--- src/rtl/mem_exc_unit.sv ---
// Memory-stage address exception unit: classifies load/store addresses
// against data memory and device windows, raises AdEL/AdES, registers the
// resulting ExcCode for the W stage, records the first faulting address and
// counts address errors.
module mem_exc_unit #(
  parameter int                         ADDR_W     = 32,
  parameter logic [ADDR_W-1:0]          DM_LIMIT   = 32'h0000_1fff,
  parameter int                         NUM_DEV    = 2,
  parameter logic [NUM_DEV*ADDR_W-1:0]  DEV_BASE   = {32'h7f10, 32'h7f00},
  parameter logic [NUM_DEV*ADDR_W-1:0]  DEV_SIZE   = {32'h34, 32'h0c},
  parameter logic [ADDR_W-1:0]          DEV_RO_OFF = 32'h8,
  parameter int                         CNT_W      = 16
) (
  input  logic              clk,
  input  logic              reset,
  input  logic              stall,
  input  logic              flush,
  input  logic              load,
  input  logic              store,
  input  logic              mfc0,
  input  logic              byte_op,
  input  logic              half_op,
  input  logic [ADDR_W-1:0] addr,
  input  logic [6:2]        exc_in,
  input  logic              ack,
  output logic [6:2]        exc_out,
  output logic [ADDR_W-1:0] bad_vaddr,
  output logic              exc_pending,
  output logic [CNT_W-1:0]  exc_cnt
);

  localparam logic [6:2] EXC_ADEL = 5'd4;
  localparam logic [6:2] EXC_ADES = 5'd5;
  localparam logic [6:2] EXC_OV   = 5'd12;

  logic [NUM_DEV-1:0] dev_hit;
  logic [NUM_DEV-1:0] ro_hit_vec;
  logic               in_dm;
  logic               legal;
  logic               word_op;
  logic               fault;
  logic               load_chk;
  logic               store_chk;
  logic [6:2]         next_code;
  logic               addr_err;
  logic               update;
  logic               capture;

  // Per-device window and read-only register match; the offset form of the
  // window test avoids overflow when a device sits at the top of the map.
  for (genvar i = 0; i < NUM_DEV; i++) begin : g_dev
    localparam logic [ADDR_W-1:0] BASE = DEV_BASE[i*ADDR_W +: ADDR_W];
    localparam logic [ADDR_W-1:0] SIZE = DEV_SIZE[i*ADDR_W +: ADDR_W];
    assign dev_hit[i]    = (addr >= BASE) && ((addr - BASE) < SIZE);
    assign ro_hit_vec[i] = (addr == BASE + DEV_RO_OFF);
  end

  // Classify the access and pick the next ExcCode; loads outrank stores.
  always_comb begin
    in_dm     = (addr <= DM_LIMIT);
    legal     = in_dm || (|dev_hit);
    word_op   = !byte_op && !half_op;
    fault     = !legal
              || (exc_in == EXC_OV)
              || (half_op && addr[0])
              || ((half_op || byte_op) && !in_dm)
              || (word_op && (addr[1:0] != 2'b00));
    load_chk  = load && !mfc0;
    store_chk = store && !load_chk;
    next_code = exc_in;
    if (load_chk && fault) begin
      next_code = EXC_ADEL;
    end else if (store_chk && (fault || (|ro_hit_vec))) begin
      next_code = EXC_ADES;
    end
    addr_err  = (next_code == EXC_ADEL) || (next_code == EXC_ADES);
    update    = !flush && !stall;
    capture   = update && addr_err && (!exc_pending || ack);
  end

  // W-stage ExcCode register: flush bubbles it, stall holds it.
  always_ff @(posedge clk or posedge reset) begin
    if (reset) begin
      exc_out <= '0;
    end else if (flush) begin
      exc_out <= '0;
    end else if (!stall) begin
      exc_out <= next_code;
    end
  end

  // First-error capture of the faulting address; ack frees the slot even
  // while stalled, and a same-edge new error immediately re-fills it.
  always_ff @(posedge clk or posedge reset) begin
    if (reset) begin
      bad_vaddr   <= '0;
      exc_pending <= 1'b0;
    end else if (capture) begin
      bad_vaddr   <= addr;
      exc_pending <= 1'b1;
    end else if (ack) begin
      exc_pending <= 1'b0;
    end
  end

  // Saturating count of every address error that reaches the W stage.
  always_ff @(posedge clk or posedge reset) begin
    if (reset) begin
      exc_cnt <= '0;
    end else if (update && addr_err && (exc_cnt != {CNT_W{1'b1}})) begin
      exc_cnt <= exc_cnt + 1'b1;
    end
  end

endmodule

--- config.mk ---
export PLATFORM = sky130hd
export DESIGN_NAME = mem_exc_unit
export DESIGN_NICKNAME = d
export VERILOG_FILES = /design/src/rtl/mem_exc_unit.sv
export SDC_FILE = /design/constraint.sdc
export NUM_CORES = 1
export LEC_CHECK = 0
export BUFFER_PORTS_ARGS = -buffer_cell sky130_fd_sc_hd__buf_4
export CORE_ASPECT_RATIO = 2
export CORE_MARGIN = 1
export CORE_UTILIZATION = 50
export DETAILED_ROUTE_END_ITERATION = 7
export PLACE_DENSITY_LB_ADDON = 0.25
export SYNTH_ARGS = -nofsm -noshare
export SYNTH_HDL_FRONTEND = slang
export SYNTH_SLANG_ARGS = --single-unit
--- constraint.sdc ---
create_clock -name clk -period 2.7 [get_ports clk]
set_clock_uncertainty 0.15 [all_clocks]
set_input_delay 0 -clock clk [delete_from_list [all_inputs] [get_ports clk]]
set_output_delay 0 -clock clk [all_outputs]
set_load 0.02 [all_outputs]
==> flow_summary.json, run 1 <==
{
  "antenna_found_initial": 0,
  "cts_max_level": 2,
  "clkTransAtPathRegs_ns": 0.10,
  "power.total_mw": 2.73,
  "hold_viol_final": 0,
  "fmax_mhz": 339,
  "timing.final.crit_period_ns": 2.95,
  "ys_seq_area_share_pct": 47.5,
  "cp-end-kind": "flop",
  "cp_max_fo": 5,
  "grt_use_total_pct": 36.8,
  "drtAntennaViolNets": 0,
  "tightest_slew_ns": 0.646,
  "fillers": 256,
  "via_per_inst": 6.39,
  "outcome": "complete, but fails checks",
  "setup_slack_ns": -0.254,
  "drv_slew": 0,
  "nets": 503,
  "finalSetupViolCount": 47,
  "syn_area_um2": 2850,
  "num_vias": 3289,
  "critical_path_class": "in2reg",
  "wl_um": 11800,
  "synth-simple-area-share_pct": 20.9,
  "core_area_um2": 5470,
  "grt_pass1_vias": 3372,
  "maxCapViolCount": 0,
  "setup.worst_path.start_class": "input port",
  "start_util_pct": 52.1,
  "io_buffers": 100,
  "clock_latency_ns": 0.32,
  "grt_pass1_wl_um": 16800,
  "remaining_drc_errors": 0,
  "p_leak_nw": 2.18,
  "die-area_um2": 6020,
  "cts_tree": "yes",
  "first_iter_violations": 219,
  "diodes": 0,
  "synthXorXnorAreaFrac_pct": 5.23,
  "cts_max_path_buffers": 2,
  "rsz0062_at_grt": "yes",
  "yosysTopAreaCell": "dfrtp_1",
  "cp.arrival_ns": 3.05,
  "fp-row-count": 38,
  "yosys_warnings": 0,
  "die_y_um": 109,
  "hold_path.class": "in2reg",
  "synth_mux_area_share_pct": 13.6,
  "io_pins": 101,
  "violations": "setup timing",
  "die_x_um": 55.4,
  "cts_root_buf": "clkbuf_8",
  "gp_congestion": 0.991,
  "ir_worst_vdd_v": 0.000743,
  "place_ws_ns": -0.562,
  "grt_max_degree": 31,
  "async_flop_share_pct": 100,
  "synthTopCellsByArea": "dfrtp_1, mux2_2, xor2_1",
  "cp.required_ns": 2.80,
  "finalCritPeriodShare_pct": 109,
  "grt_overflow": 0,
  "synthCells": 255,
  "drt-pass1-iter-count": 5,
  "synth_top_family_by_area": "simple AND/OR/NAND/NOR gates",
  "cts_sinks": 54,
  "synth_edf_count": 0,
  "synth_top_area_share_pct": 47.5,
  "pwr_density_cell_nw_per_um2": 571,
  "synth_compound_area_share_pct": 10.1,
  "synth_cell_types": 47,
  "syn-mean-instance-area_um2": 11.2,
  "syn_to_final_growth_pct": 67.9,
  "cts-buffers-inserted": 5,
  "synthesis.nets": 303,
  "layout-drive-gt1-share_pct": 48.1,
  "synthAdderAreaFrac_pct": 0.439,
  "routedWlPerCell_um": 22.9,
  "synth-main-ff-cell": "dfrtp_1",
  "synth.ff_latch_count": 54,
  "max_slew_margin_pct": 56.5,
  "dpl.hpwl_um": 6750
}
-- final cells by class --
type,count,area [um^2],share of cell area [%]
Inverter,6,22.5,0.471
Timing Repair Buffer,197,1670,34.9
Clock inverter,1,30.0,0.628
Tap cell,60,75.1,1.57
Multi-Input combinational cell,191,1550,32.4
Sequential cell,54,1350,28.3
Clock buffer,6,82.6,1.73
-- Yosys cell counts, drive strengths merged (3+ instances only) --
cell type / count
dfrtp: 54
mux2: 33
nor2: 17
xor2: 15
nand2: 13
nor3: 13
nand3: 9
nor4: 8
nand4: 7
or4: 7
inv: 6
a21oi: 5
buf: 5
nor4b: 5
or3: 5
o21ai: 4
o31ai: 4
a211oi: 3
a32o: 3
and2: 3
and3: 3
and4: 3
nor2b: 3
-- worst max-delay path, cell delays in order --
cell and delay (ns):
buf_4 0.11, or3_1 0.47, or3_1 0.39, nor4_1 0.57, and2_1 0.28, o2bb2ai_1 0.22, a32oi_4 0.14, buf_6 0.18
buf_4 0.15, nor4b_1 0.36, xor2_1 0.17
-- final timing paths --
| check | startpoint | slack, ns | to | cells after the start |
|---|---|---|---|---|
| max | addr[24] | -0.25 | exc_cnt[7] | 11 |
| min | addr[16] | 0.03 | bad_vaddr[16] | 4 |
| max reg2reg | exc_cnt[4] | 0.11 | exc_cnt[4] | 8 |
| min reg2reg | exc_cnt[8] | 0.35 | exc_cnt[8] | 1 |
| max in group asynchronous | reset | 1.40 | exc_cnt[6] | 4 |
| min in group asynchronous | reset | 0.16 | bad_vaddr[16] | 3 |
-- through the flow --
step                      hold WS [ns]  std cells  setup TNS (ns)  utilization (%)  instance area (um^2)
final                           0.0278        515           -7.65             87.4                  4780
after global routing            0.0323        515           -4.20             87.4                  4780
after CTS                       0.0145        510               0             84.2                  4610
after detailed placement       -0.0495        459          -22.53             73.4                  4010
after global placement         -0.0757        459          -19.73             73.4                  4010
after floorplan                -0.0838        255           -1.69                -                  2870
-- cell usage in the layout, fill, tap and decap left out, types with 4 or more instances in the layout --
| cell | synthesis | layout |
|---|---|---|
| buf_4 | 0 | 149 |
| dfrtp_1 | 54 | 54 |
| dlygate4sd3_1 | 0 | 41 |
| mux2_2 | 29 | 28 |
| nor2_1 | 17 | 16 |
| xor2_1 | 15 | 15 |
| nand2_1 | 13 | 13 |
| nor3_1 | 13 | 11 |
| nand3_1 | 9 | 9 |
| nand4_1 | 7 | 7 |
| clkbuf_8 | 0 | 6 |
| inv_1 | 6 | 5 |
| nor4_1 | 8 | 5 |
| mux2_4 | 4 | 5 |
| or3_1 | 5 | 4 |
| or4_1 | 6 | 4 |
| o31ai_1 | 4 | 4 |
| o21ai_0 | 4 | 4 |
| a21oi_1 | 4 | 4 |
| buf_12 | 0 | 4 |
-- sequential cells by signal, summed over array words and instances (netlist names) --
register and flops:
exc_pending 1, exc_cnt 16, exc_out 5, bad_vaddr 32
-- kinds of logic (layout without fill, tap and decap cells) --
kind of cell,Yosys count,in the layout
compound gates,35,36
buf+inv,11,210
mux,33,33
simple gates,104,104
fa+ha+maj,1,1
flops,54,54
xor+xnor,17,17
-- what timing repair did --
item	in CTS	in global routing
setup endpoints to repair	33	47
endpoints found under the hold margin	60	0
pin swaps	2	5
hold buffers	41	0
resized for setup	5	15
buffers inserted	2	3
cloned	1	2
-- power breakdown --
part | switching, mW | internal, mW
Sequential | 0.149 | 0.973
Clock | 0.276 | 0.297
Combinational | 0.520 | 0.515
Total | 0.945 | 1.79
-- layer usage --
layer / track usage, % / wire length, um / vias up
li1: - / - / 1373
met1: 34.5 / 3760 / 1567
met2: 68.1 / 6000 / 254
met3: 9.37 / 919 / 95
met4: 25.7 / 1130 / 0
met5: 0 / 0 / -
Power figures use the tool's default switching activity.
==> run 2: changes to the inputs <==
--- a/config.mk
+++ b/config.mk
@@ -6,11 +6,14 @@
 export NUM_CORES = 1
 export LEC_CHECK = 0
 export BUFFER_PORTS_ARGS = -buffer_cell sky130_fd_sc_hd__buf_4
+export CELL_PAD_IN_SITES_DETAIL_PLACEMENT = 0
+export CELL_PAD_IN_SITES_GLOBAL_PLACEMENT = 1
 export CORE_ASPECT_RATIO = 2
 export CORE_MARGIN = 1
-export CORE_UTILIZATION = 50
+export CORE_UTILIZATION = 38
 export DETAILED_ROUTE_END_ITERATION = 7
 export PLACE_DENSITY_LB_ADDON = 0.25
 export SYNTH_ARGS = -nofsm -noshare
 export SYNTH_HDL_FRONTEND = slang
 export SYNTH_SLANG_ARGS = --single-unit
+export TNS_END_PERCENT = 10
==> flow_summary.json, run 2 (synthesized netlist as in run 1, its figures left out) <==
{
  "outcome": "complete, but fails checks",
  "violations": "setup timing",
  "io_pins": 101,
  "syn_to_final_growth_pct": 72.1,
  "p_seq_share_pct": 38.8,
  "intPower_mw": 1.95,
  "pwr_density_cell_nw_per_um2": 585,
  "finalCritPeriodShare_pct": 102,
  "fin_tns_setup_ns": -0.222,
  "first_iter_violations": 71,
  "die-area_um2": 7860,
  "p_leak_nw": 2.23,
  "finalSetupViolCount": 11,
  "grt_pass1_wl_um": 15500,
  "via_per_inst": 5.36,
  "drv_slew": 0,
  "diodes": 0,
  "dpl.hpwl_um": 6900,
  "critical_path_class": "in2reg",
  "core_area_um2": 7270,
  "reg_top3": "bad_vaddr x32, exc_cnt x16, exc_out x5",
  "cts-buffers-inserted": 5,
  "max_stage_delay_ns": 0.53,
  "cts_root_buf": "clkbuf_16",
  "cp-end-kind": "flop",
  "setup.worst_path.start_class": "input port",
  "clkTransAtPathRegs_ns": 0.07,
  "grt_use_total_pct": 26.1,
  "fmax_mhz": 364,
  "fp-row-count": 44,
  "cts_sinks": 54,
  "p_sw_mw": 0.920,
  "gp_congestion": 0.881,
  "grt_overflow": 0,
  "clock_latency_ns": 0.29,
  "layout_common_cells": "buf_4, dfrtp_1, dlygate4sd3_1",
  "cp_slowest_cell": "or4_4",
  "hold_viol_final": 0,
  "remaining_drc_errors": 0,
  "cp_common_cell": "buf_6",
  "swShare_pct": 32.1,
  "clockPowerShare_pct": 26.0,
  "regMostFlops": "bad_vaddr",
  "start_util_pct": 39.2,
  "layout-drive-gt1-share_pct": 48.4,
  "grt_max_degree": 55,
  "drtAntennaViolNets": 0,
  "maxCapViolCount": 0,
  "crit_chain": "buf_4 > or4_4 > or3_4 > buf_6 > o41ai_2 > o2111ai_1 > o21a_1 > a32oi_4 > buf_6 > buf_8 > nor2_2 > mux2_2",
  "drt-pass1-iter-count": 6,
  "cts_max_path_buffers": 2,
  "nets": 511,
  "die_x_um": 63.2,
  "fin_util_pct": 67.4,
  "setup_slack_ns": -0.0443,
  "tightest_slew_ns": 0.689,
  "cts_max_level": 2,
  "largest_reg_flops": 32,
  "io_buffers": 100,
  "routedWlPerCell_um": 18.1,
  "hold_path.class": "in2reg",
  "antenna_found_initial": 0,
  "cp_max_fo": 7,
  "ir_worst_vdd_v": 0.000560,
  "wl_um": 10000,
  "combPwrFrac_pct": 35.2,
  "max_slew_margin_pct": 54.1,
  "cp.arrival_ns": 2.78,
  "cp.required_ns": 2.73,
  "rsz0062_at_grt": "yes",
  "num_vias": 2977,
  "grt_pass1_vias": 3086,
  "cts_tree": "yes",
  "timing.final.crit_period_ns": 2.74,
  "die_y_um": 124,
  "final_common_cell": "buf_4"
}
-- run 2: cell types whose count changed in the layout (fill, tap and decap cells not counted), sizes merged --
cell and change:
a21oi +2, buf +7, clkbuf -2, dlygate4sd3 +1
-- run 2: worst paths after layout --
kind                                 start       endpoint  slack, ns  cells after the start
max in group asynchronous            reset     exc_out[4]       1.63                      4
worst max register to register  exc_cnt[4]    exc_cnt[13]       0.27                      9
worst min-delay path             exc_in[4]     exc_out[4]       0.01                      4
min in group asynchronous            reset  bad_vaddr[27]       0.31                      4
worst max-delay path              addr[28]     exc_cnt[1]      -0.04                     12
worst min register to register  exc_cnt[8]     exc_cnt[8]       0.34                      1
-- run 2: worst max-delay path, delay by kind of cell --
kind	cells	cell delay [ns]
multiplexers	1	0.26
AO/OA/AOI/OAI	4	1.00
AND/OR/NAND/NOR	3	0.95
buffers and inverters	4	0.56
-- run 2: area by class of cell --
cell class                      instances  area [um^2]
Fill cell                             603         2370
Timing Repair Buffer                  203         1680
Multi-Input combinational cell        193         1560
Sequential cell                        54         1350
Clock buffer                            6          139
Tap cell                               92          115
Clock inverter                          1         30.0
Inverter                                6         22.5
-- run 2: per-layer routing --
layer	up-vias	GRT usage [%]	routed length (um)
li1	1396	-	-
met1	1450	24.8	3390
met2	95	50.9	5800
met3	36	4.21	387
met4	0	13.9	440
met5	-	0	0
-- run 2: power groups by stage --
| stage | registers (mW) | clock network [mW] | logic (mW) |
|---|---|---|---|
| 6_report | 1.11 | 0.745 | 1.01 |
| 5_1_grt | 1.14 | 0.794 | 1.06 |
| 4_1_cts | 1.11 | 0.763 | 1.00 |
| 3_5_place_dp | 1.12 | 0 | 0.923 |
| 3_3_place_gp | 1.12 | 0 | 0.910 |
| 2_1_floorplan | 1.31 | 0 | 0.257 |
-- run 2: what timing repair did --
action | CTS | global route
setup endpoints to repair | 48 | 48
resized for setup | 17 | 9
setup buffers | 7 | 0
gates cloned | 3 | 1
hold endpoints to repair | 92 | 0
pin swaps | 6 | 4
hold buffers | 42 | 0
-- run 2: per-stage QoR --
step           hold slack [ns]  std cells  total power [mW]  setup slack, ns  cell area, um^2
3_5_place_dp            0.0469        495              2.04           -0.580             4080
3_3_place_gp            0.0475        495              2.03           -0.496             4080
2_1_floorplan          -0.0838        255              1.56          -0.0790             2870
5_1_grt                 0.0158        555              2.99          -0.0702             4900
6_report               0.00983        555              2.87          -0.0443             4900
4_1_cts                0.00649        554              2.88          -0.0311             4850
